File: config.mk
export PLATFORM = sky130hd
export DESIGN_NAME = triple_buffer_scheduler_flat
export DESIGN_NICKNAME = d
export VERILOG_FILES = /design/src/rtl/triple_buffer_scheduler_if.sv /design/src/rtl/triple_buffer_scheduler.sv /design/src/flat_wrapper.sv
export SDC_FILE = /design/constraint.sdc
export NUM_CORES = 1
export LEC_CHECK = 0
export ABC_AREA = 1
export CELL_PAD_IN_SITES_DETAIL_PLACEMENT = 1
export CELL_PAD_IN_SITES_GLOBAL_PLACEMENT = 1
export CORE_ASPECT_RATIO = 1.25
export CORE_MARGIN = 3
export CORE_UTILIZATION = 38
export DETAILED_ROUTE_END_ITERATION = 16
export PLACE_DENSITY = 0.89
export RECOVER_POWER = 25
export SLEW_MARGIN = 20
export SYNTH_ARGS = -nofsm -noshare
export SYNTH_HDL_FRONTEND = slang
export SYNTH_SLANG_ARGS = --single-unit
File: constraint.sdc
create_clock -name clk_in -period 2 [get_ports clk_in]
set_input_delay 0.6 -clock clk_in [delete_from_list [all_inputs] [get_ports clk_in]]
set_output_delay 0.6 -clock clk_in [all_outputs]
set_load 0.03 [all_outputs]
File: src/rtl/triple_buffer_scheduler_if.sv
// ---------------------------------------------------------------------------
// triple_buffer_scheduler_if
//
// Groups the camera/VGA sync inputs and the bank-role outputs of the
// triple-buffer scheduler. clk_in and reset stay plain ports on the module.
//
// Signals:
//   cam_vsync, cam_href  camera sync levels, already in the clk_in domain
//   vga_vsync            VGA vsync level; rising edge = VGA frame end
//   freeze               hold the current read bank
//   wr_bank/rd_bank/spare_bank  bank roles (0=x, 1=y, 2=z)
//   cam_wr_en            camera capture into wr_bank permitted
//   fresh                spare_bank holds a frame newer than rd_bank
//   swap_pulse           one-cycle strobe on any rd_bank change
//   cam_state            debug view of the camera FSM state
//   frames_*             statistics counters (only with SCHED_STATS_EN)
//
// Modports: master drives the sync inputs and observes the roles;
//           slave is the scheduler itself.
// ---------------------------------------------------------------------------
interface triple_buffer_scheduler_if;
  logic       cam_vsync;
  logic       cam_href;
  logic       vga_vsync;
  logic       freeze;
  logic [1:0] wr_bank;
  logic [1:0] rd_bank;
  logic [1:0] spare_bank;
  logic       cam_wr_en;
  logic       fresh;
  logic       swap_pulse;
  logic [1:0] cam_state;
`ifdef SCHED_STATS_EN
  logic [15:0] frames_done;
  logic [15:0] frames_dropped;
  logic [15:0] frames_skipped;

  modport master (
    output cam_vsync, cam_href, vga_vsync, freeze,
    input  wr_bank, rd_bank, spare_bank, cam_wr_en, fresh, swap_pulse,
    input  cam_state,
    input  frames_done, frames_dropped, frames_skipped
  );

  modport slave (
    input  cam_vsync, cam_href, vga_vsync, freeze,
    output wr_bank, rd_bank, spare_bank, cam_wr_en, fresh, swap_pulse,
    output cam_state,
    output frames_done, frames_dropped, frames_skipped
  );
`else
  modport master (
    output cam_vsync, cam_href, vga_vsync, freeze,
    input  wr_bank, rd_bank, spare_bank, cam_wr_en, fresh, swap_pulse,
    input  cam_state
  );

  modport slave (
    input  cam_vsync, cam_href, vga_vsync, freeze,
    output wr_bank, rd_bank, spare_bank, cam_wr_en, fresh, swap_pulse,
    output cam_state
  );
`endif
endinterface

File: src/rtl/triple_buffer_scheduler.sv
// ---------------------------------------------------------------------------
// triple_buffer_scheduler
//
// Assigns the three frame SRAMs (0=x, 1=y, 2=z) to the roles camera-write,
// VGA-read and spare. A camera frame that completes (enough href lines
// between vsync edges) is swapped into spare; a VGA frame end pulls a fresh
// spare into the read role, so VGA always shows the newest complete frame
// and never a frame that is still being written.
//
// Ports:
//   clk_in  system clock
//   reset   synchronous, active-high reset
//   sched   triple_buffer_scheduler_if.slave (sync inputs, bank roles,
//           debug FSM state, optional statistics)
//
// Parameters:
//   MIN_LINES   href rising edges needed for a frame to count as complete
//   LINE_CNT_W  width of the saturating line counter
//
// Optional feature: define SCHED_STATS_EN to add the frames_done,
// frames_dropped and frames_skipped 16-bit wrapping counters.
//
// Signalling: all sync inputs are plain levels sampled every cycle; there
// is no valid/ready handshake. swap_pulse is a valid-only strobe with no
// ready: a consumer must act in the single cycle it is high.
// ---------------------------------------------------------------------------
module triple_buffer_scheduler #(
  parameter int MIN_LINES  = 1,
  parameter int LINE_CNT_W = 10
) (
  input logic                        clk_in,
  input logic                        reset,
  triple_buffer_scheduler_if.slave   sched
);

  typedef enum logic [1:0] {
    WAIT_SYNC = 2'd0,
    ARMED     = 2'd1,
    CAPTURING = 2'd2
  } cam_state_t;

  localparam logic [LINE_CNT_W-1:0] CNT_MAX     = '1;
  localparam logic [LINE_CNT_W-1:0] MIN_LINES_W = LINE_CNT_W'(MIN_LINES);

  cam_state_t            state;
  logic [LINE_CNT_W-1:0] line_cnt;

  logic cam_vsync_q;
  logic cam_href_q;
  logic vga_vsync_q;

  logic [1:0] wr_bank_r;
  logic [1:0] rd_bank_r;
  logic [1:0] spare_bank_r;
  logic       cam_wr_en_r;
  logic       fresh_r;
  logic       swap_pulse_r;

  // Edge decode on the registered copies; an edge seen in cycle k updates
  // the registered outputs at the edge ending cycle k.
  logic cam_rise;
  logic cam_fall;
  logic href_rise;
  logic vga_end;
  logic frame_end;
  logic cam_done;
  logic cam_drop;
  logic vga_takes;

  assign cam_rise  = sched.cam_vsync & ~cam_vsync_q;
  assign cam_fall  = ~sched.cam_vsync & cam_vsync_q;
  assign href_rise = sched.cam_href & ~cam_href_q;
  assign vga_end   = sched.vga_vsync & ~vga_vsync_q;

  assign frame_end = (state == CAPTURING) && cam_rise;
  assign cam_done  = frame_end && (line_cnt >= MIN_LINES_W);
  assign cam_drop  = frame_end && (line_cnt < MIN_LINES_W);
  // VGA frame end acts only when unfrozen; with a simultaneous cam_done the
  // just-finished frame goes straight to the reader regardless of fresh.
  assign vga_takes = vga_end && !sched.freeze;

  always_ff @(posedge clk_in) begin
    if (reset) begin
      state        <= WAIT_SYNC;
      line_cnt     <= '0;
      cam_vsync_q  <= 1'b0;
      cam_href_q   <= 1'b0;
      vga_vsync_q  <= 1'b0;
      wr_bank_r    <= 2'd0;
      rd_bank_r    <= 2'd1;
      spare_bank_r <= 2'd2;
      cam_wr_en_r  <= 1'b0;
      fresh_r      <= 1'b0;
      swap_pulse_r <= 1'b0;
    end else begin
      cam_vsync_q  <= sched.cam_vsync;
      cam_href_q   <= sched.cam_href;
      vga_vsync_q  <= sched.vga_vsync;
      swap_pulse_r <= 1'b0;

      // Camera frame tracking. WAIT_SYNC throws away whatever partial frame
      // was in flight at reset by waiting for a full blanking interval.
      case (state)
        WAIT_SYNC: begin
          cam_wr_en_r <= 1'b0;
          if (cam_rise) state <= ARMED;
        end
        ARMED: begin
          if (cam_fall) begin
            state       <= CAPTURING;
            line_cnt    <= '0;
            cam_wr_en_r <= 1'b1;
          end
        end
        CAPTURING: begin
          if (href_rise && (line_cnt != CNT_MAX)) line_cnt <= line_cnt + 1'b1;
          if (cam_rise) begin
            state       <= ARMED;
            cam_wr_en_r <= 1'b0;
          end
        end
        default: begin
          state       <= WAIT_SYNC;
          cam_wr_en_r <= 1'b0;
        end
      endcase

      // Bank rotation. Every branch is a swap of two roles, so the three
      // banks always stay a permutation of {0,1,2}.
      if (cam_done && vga_takes) begin
        rd_bank_r    <= wr_bank_r;
        wr_bank_r    <= rd_bank_r;
        fresh_r      <= 1'b0;
        swap_pulse_r <= 1'b1;
      end else if (cam_done) begin
        wr_bank_r    <= spare_bank_r;
        spare_bank_r <= wr_bank_r;
        fresh_r      <= 1'b1;
      end else if (vga_takes && fresh_r) begin
        rd_bank_r    <= spare_bank_r;
        spare_bank_r <= rd_bank_r;
        fresh_r      <= 1'b0;
        swap_pulse_r <= 1'b1;
      end
    end
  end

  assign sched.wr_bank    = wr_bank_r;
  assign sched.rd_bank    = rd_bank_r;
  assign sched.spare_bank = spare_bank_r;
  assign sched.cam_wr_en  = cam_wr_en_r;
  assign sched.fresh      = fresh_r;
  assign sched.swap_pulse = swap_pulse_r;
  assign sched.cam_state  = state;

`ifdef SCHED_STATS_EN
  logic [15:0] frames_done_r;
  logic [15:0] frames_dropped_r;
  logic [15:0] frames_skipped_r;

  // A cam_done while fresh is set means the previous fresh frame is never
  // shown: either it is overwritten in spare, or the reader jumps past it.
  always_ff @(posedge clk_in) begin
    if (reset) begin
      frames_done_r    <= 16'd0;
      frames_dropped_r <= 16'd0;
      frames_skipped_r <= 16'd0;
    end else begin
      if (cam_done)            frames_done_r    <= frames_done_r + 16'd1;
      if (cam_drop)            frames_dropped_r <= frames_dropped_r + 16'd1;
      if (cam_done && fresh_r) frames_skipped_r <= frames_skipped_r + 16'd1;
    end
  end

  assign sched.frames_done    = frames_done_r;
  assign sched.frames_dropped = frames_dropped_r;
  assign sched.frames_skipped = frames_skipped_r;
`endif

endmodule

File: src/flat_wrapper.sv
// flat-port wrapper written by rule: the top's interface ports become plain ports
module triple_buffer_scheduler_flat 
#(
  parameter int MIN_LINES  = 1,
  parameter int LINE_CNT_W = 10
)
  (clk_in, reset, sched_cam_vsync, sched_cam_href, sched_vga_vsync, sched_freeze, sched_wr_bank, sched_rd_bank, sched_spare_bank, sched_cam_wr_en, sched_fresh, sched_swap_pulse, sched_cam_state);
  triple_buffer_scheduler_if sched_i ();
  input logic clk_in;
  input logic reset;
  input wire logic [$bits(sched_i.cam_vsync)-1:0] sched_cam_vsync;
  input wire logic [$bits(sched_i.cam_href)-1:0] sched_cam_href;
  input wire logic [$bits(sched_i.vga_vsync)-1:0] sched_vga_vsync;
  input wire logic [$bits(sched_i.freeze)-1:0] sched_freeze;
  output wire logic [$bits(sched_i.wr_bank)-1:0] sched_wr_bank;
  output wire logic [$bits(sched_i.rd_bank)-1:0] sched_rd_bank;
  output wire logic [$bits(sched_i.spare_bank)-1:0] sched_spare_bank;
  output wire logic [$bits(sched_i.cam_wr_en)-1:0] sched_cam_wr_en;
  output wire logic [$bits(sched_i.fresh)-1:0] sched_fresh;
  output wire logic [$bits(sched_i.swap_pulse)-1:0] sched_swap_pulse;
  output wire logic [$bits(sched_i.cam_state)-1:0] sched_cam_state;
  assign sched_i.cam_vsync = sched_cam_vsync;
  assign sched_i.cam_href = sched_cam_href;
  assign sched_i.vga_vsync = sched_vga_vsync;
  assign sched_i.freeze = sched_freeze;
  assign sched_wr_bank = sched_i.wr_bank;
  assign sched_rd_bank = sched_i.rd_bank;
  assign sched_spare_bank = sched_i.spare_bank;
  assign sched_cam_wr_en = sched_i.cam_wr_en;
  assign sched_fresh = sched_i.fresh;
  assign sched_swap_pulse = sched_i.swap_pulse;
  assign sched_cam_state = sched_i.cam_state;
  triple_buffer_scheduler #(.MIN_LINES(MIN_LINES), .LINE_CNT_W(LINE_CNT_W)) u_core (.clk_in(clk_in), .reset(reset), .sched(sched_i));
endmodule
==> impl_metrics.env <==
export IMPL_synth_xor_area_share_pct=0.663
export IMPL_syn_inst=201
export IMPL_cp_cell_sequence="clkdlybuf4s50_1"
export IMPL_via_per_inst=5.15
export IMPL_ys_seq_area_share_pct=36.4
export IMPL_cpPeakStageDelay_ps=700
export IMPL_finalCriticalPeriod_ps=1950
export IMPL_cp_depth=1
export IMPL_holdCritPathClass="reg2reg"
export IMPL_tightest_slew_ps=465
export IMPL_start_kind="flop"
export IMPL_rows=23
export IMPL_fmax_mhz=512
export IMPL_maxSlewHeadroom_pct=69.0
export IMPL_clock_sinks=24
export IMPL_antenna_cells=0
export IMPL_grt_pass1_vias=1410
export IMPL_internal_power_mw=0.665
export IMPL_globalplace_congestion=0.855
export IMPL_synth_area_per_cell_um2=6.57
export IMPL_syn_nets=210
export IMPL_min_to="u_core.sched.cam_wr_en$_SDFFE_PP0P_"
export IMPL_cts_tree="yes"
export IMPL_synth_top_family_by_area="simple AND/OR/NAND/NOR gates"
export IMPL_clock_latency_ps=260
export IMPL_timing_final_crit_share_pct=97.6
export IMPL_cp_top_family="buffers and inverters"
export IMPL_finalHoldViolations=0
export IMPL_io_pins=17
export IMPL_areaGrowthSynthToFinish_pct=21.6
export IMPL_finalClockSkew_ps=1.73
export IMPL_finalInstanceArea_um2=1610
export IMPL_setup_violations=0
export IMPL_syn_area_um2=1320
export IMPL_synth_compound_area_share_pct=8.52
export IMPL_peakVddDrop_mv=0.371
export IMPL_post_place_ws_ps=-60.9
export IMPL_htreeDepth=1
export IMPL_drt_drc_violations_left=0
export IMPL_grt_pass1_wl_mm=6.15
export IMPL_wl_per_cell_um=12.7
export IMPL_synth_cell_type_count=23
export IMPL_cts_clk_slew_worst_paths_ps=80
export IMPL_cts_max_path_buffers=2
export IMPL_cts_buffers=3
export IMPL_cts_hold_buf=0
export IMPL_final_util_pct=49.0
export IMPL_slew_viol_final=0
export IMPL_dpl_cell_area_um2=1590
export IMPL_synthSimpleGateAreaFrac_pct=42.5
export IMPL_yosysWarningCount=0
export IMPL_final_antenna_net_count=0
export IMPL_overflow=0
export IMPL_antenna_found_initial=0
export IMPL_cp_max_fo=4
export IMPL_port_buffers=16
export IMPL_grt_use_total_pct=17.9
export IMPL_crit_arrival_ps=1350
export IMPL_synthMuxAreaShare_pct=0
export IMPL_crit_type="reg2out"
export IMPL_r2r_start="u_core.line_cnt[0]$_SDFFE_PP0P_"
export IMPL_drt_iter0_markers=44
export IMPL_critPathCaptureType="output port"
export IMPL_setup_slack_ps=47.4
export IMPL_cp_required_ps=1400
export IMPL_firstDrtPassIters=4
export IMPL_die_area_um2=4220
export IMPL_leakage_nw=0.699
export IMPL_grt_max_degree=13
export IMPL_path_buf_inv=1
export IMPL_hold_path_depth=2
export IMPL_clkPwrFrac_pct=32.1
export IMPL_p_sw_mw=0.232
export IMPL_r2r_cells=12
export IMPL_rr_endpoint="u_core.sched.rd_bank[1]$_SDFFE_PP0P_"
export IMPL_die_h_um=71.9
export IMPL_crit_start="u_core.sched.wr_bank[1]$_SDFFE_PP0P_"
export IMPL_wl_mm=3.37
export IMPL_postCtsResizedCells=0
export IMPL_mostFrequentLayoutCells="nand2_1, nor2_1, inv_1, dfxtp_1, nand3_1"
export IMPL_final_common_cell="nand2_1"
export IMPL_die_w_um=58.7
export IMPL_cts_repair_timing_setup_buffer_count=0
export IMPL_layout_nets=239
export IMPL_synthAdderAreaFrac_pct=2.84
export IMPL_ys_ff_latch=24
export IMPL_combPwrFrac_pct=12.6
export IMPL_cts_root_buf="clkbuf_8"
export IMPL_hpwl_mm=2.69
export IMPL_cp_slowest_cell="clkdlybuf4s50_1"
export IMPL_p_sw_share_pct=25.9
export IMPL_seq_power_share_pct=55.3
export IMPL_drive_gt1_share_pct=9.65
export IMPL_status="finished clean"
export IMPL_start_util_pct=40.3
export IMPL_ff2ff_setup_slack_ps=300
export IMPL_hold_start="u_core.sched.cam_wr_en$_SDFFE_PP0P_"
export IMPL_maxCapViolations=0
export IMPL_core_area_um2=3280
export IMPL_cellPowerDensity_nw_per_um2=559
export IMPL_rsz0062_at_grt="no"
export IMPL_vias=1366
[how the worst max path moves through the flow]
stage,slack (ps),end
2_1_floorplan,490,u_core.sched.spare_bank[0]$_SDFFE_PP0P_
3_3_place_gp,-30,u_core.sched.spare_bank[1]$_SDFFE_PP1P_
3_5_place_dp,-60,u_core.sched.spare_bank[0]$_SDFFE_PP0P_
4_1_cts,10,sched_spare_bank[1]
5_1_grt,5,sched_wr_bank[1]
6_report,50,sched_wr_bank[1]
[sequential cells by signal, summed over array words and instances (netlist names)]
register,cells
u_core.sched.cam_wr_en,1
u_core.cam_href_q,1
u_core.sched.rd_bank,2
u_core.sched.fresh,1
u_core.sched.cam_state,2
u_core.vga_vsync_q,1
u_core.sched.wr_bank,2
u_core.line_cnt,10
u_core.cam_vsync_q,1
u_core.sched.swap_pulse,1
u_core.sched.spare_bank,2
[power groups by stage]
stage | clock network, mW | registers (mW) | logic (mW)
after detailed placement | 0 | 0.507 | 0.116
final | 0.288 | 0.496 | 0.113
after CTS | 0.303 | 0.496 | 0.116
after global placement | 0 | 0.507 | 0.114
after floorplan | 0 | 0.514 | 0.0588
after global routing | 0.313 | 0.497 | 0.128
[metal layers]
layer,vias up,GRT usage (%),wire length [um]
li1,693,-,-
met3,4,1.60,40
met5,-,0,0
met4,0,4.53,29
met1,657,21.7,1520
met2,12,33.2,1780
[per-stage QoR]
stage               setup TNS (ps)  instances  total power [mW]  hold WS (ps)
floorplan                        0        201             0.573           460
global placement             -57.1        262             0.620           463
detailed placement            -220        262             0.623           480
CTS                              0        265             0.916           492
global route                     0        265             0.938           522
finish                           0        265             0.898           487
[kinds of logic (layout without fill, tap and decap cells)]
logic type	after synthesis	count (layout)
simple gates	125	125
flops	24	24
buf+inv	30	57
fa+ha+maj	3	3
compound gates	18	18
xor+xnor	1	1
[cells in the mapped netlist]
master | number | area share (%)
inv_1 | 24 | 6.8
inv_2 | 2 | 0.57
nor3_1 | 3 | 1.1
nor2_1 | 32 | 9.1
a21oi_2 | 1 | 0.66
buf_6 | 1 | 0.85
o21ai_0 | 3 | 1.1
o21bai_4 | 1 | 1.4
dfxtp_1 | 24 | 36
nor3_4 | 1 | 1.2
clkinv_1 | 2 | 0.57
a21oi_1 | 11 | 4.2
o21bai_1 | 1 | 0.57
xor2_1 | 1 | 0.66
nand4_1 | 8 | 3.8
nand2_1 | 55 | 16
a21o_1 | 1 | 0.57
clkbuf_1 | 1 | 0.28
nand2_2 | 3 | 1.4
nor2_4 | 2 | 1.7
nand3b_1 | 3 | 1.7
ha_1 | 3 | 2.8
nand3_1 | 18 | 6.8
[cell type report]
type                    instances  area, um2
well taps                      37       46.3
multi-input cells             147        721
repair buffers                 26        213
fillers                       453       1670
clock buffers                   3       41.3
flip-flops and latches         24        480
inverters                      28        105
Power figures use the tool's default switching activity.
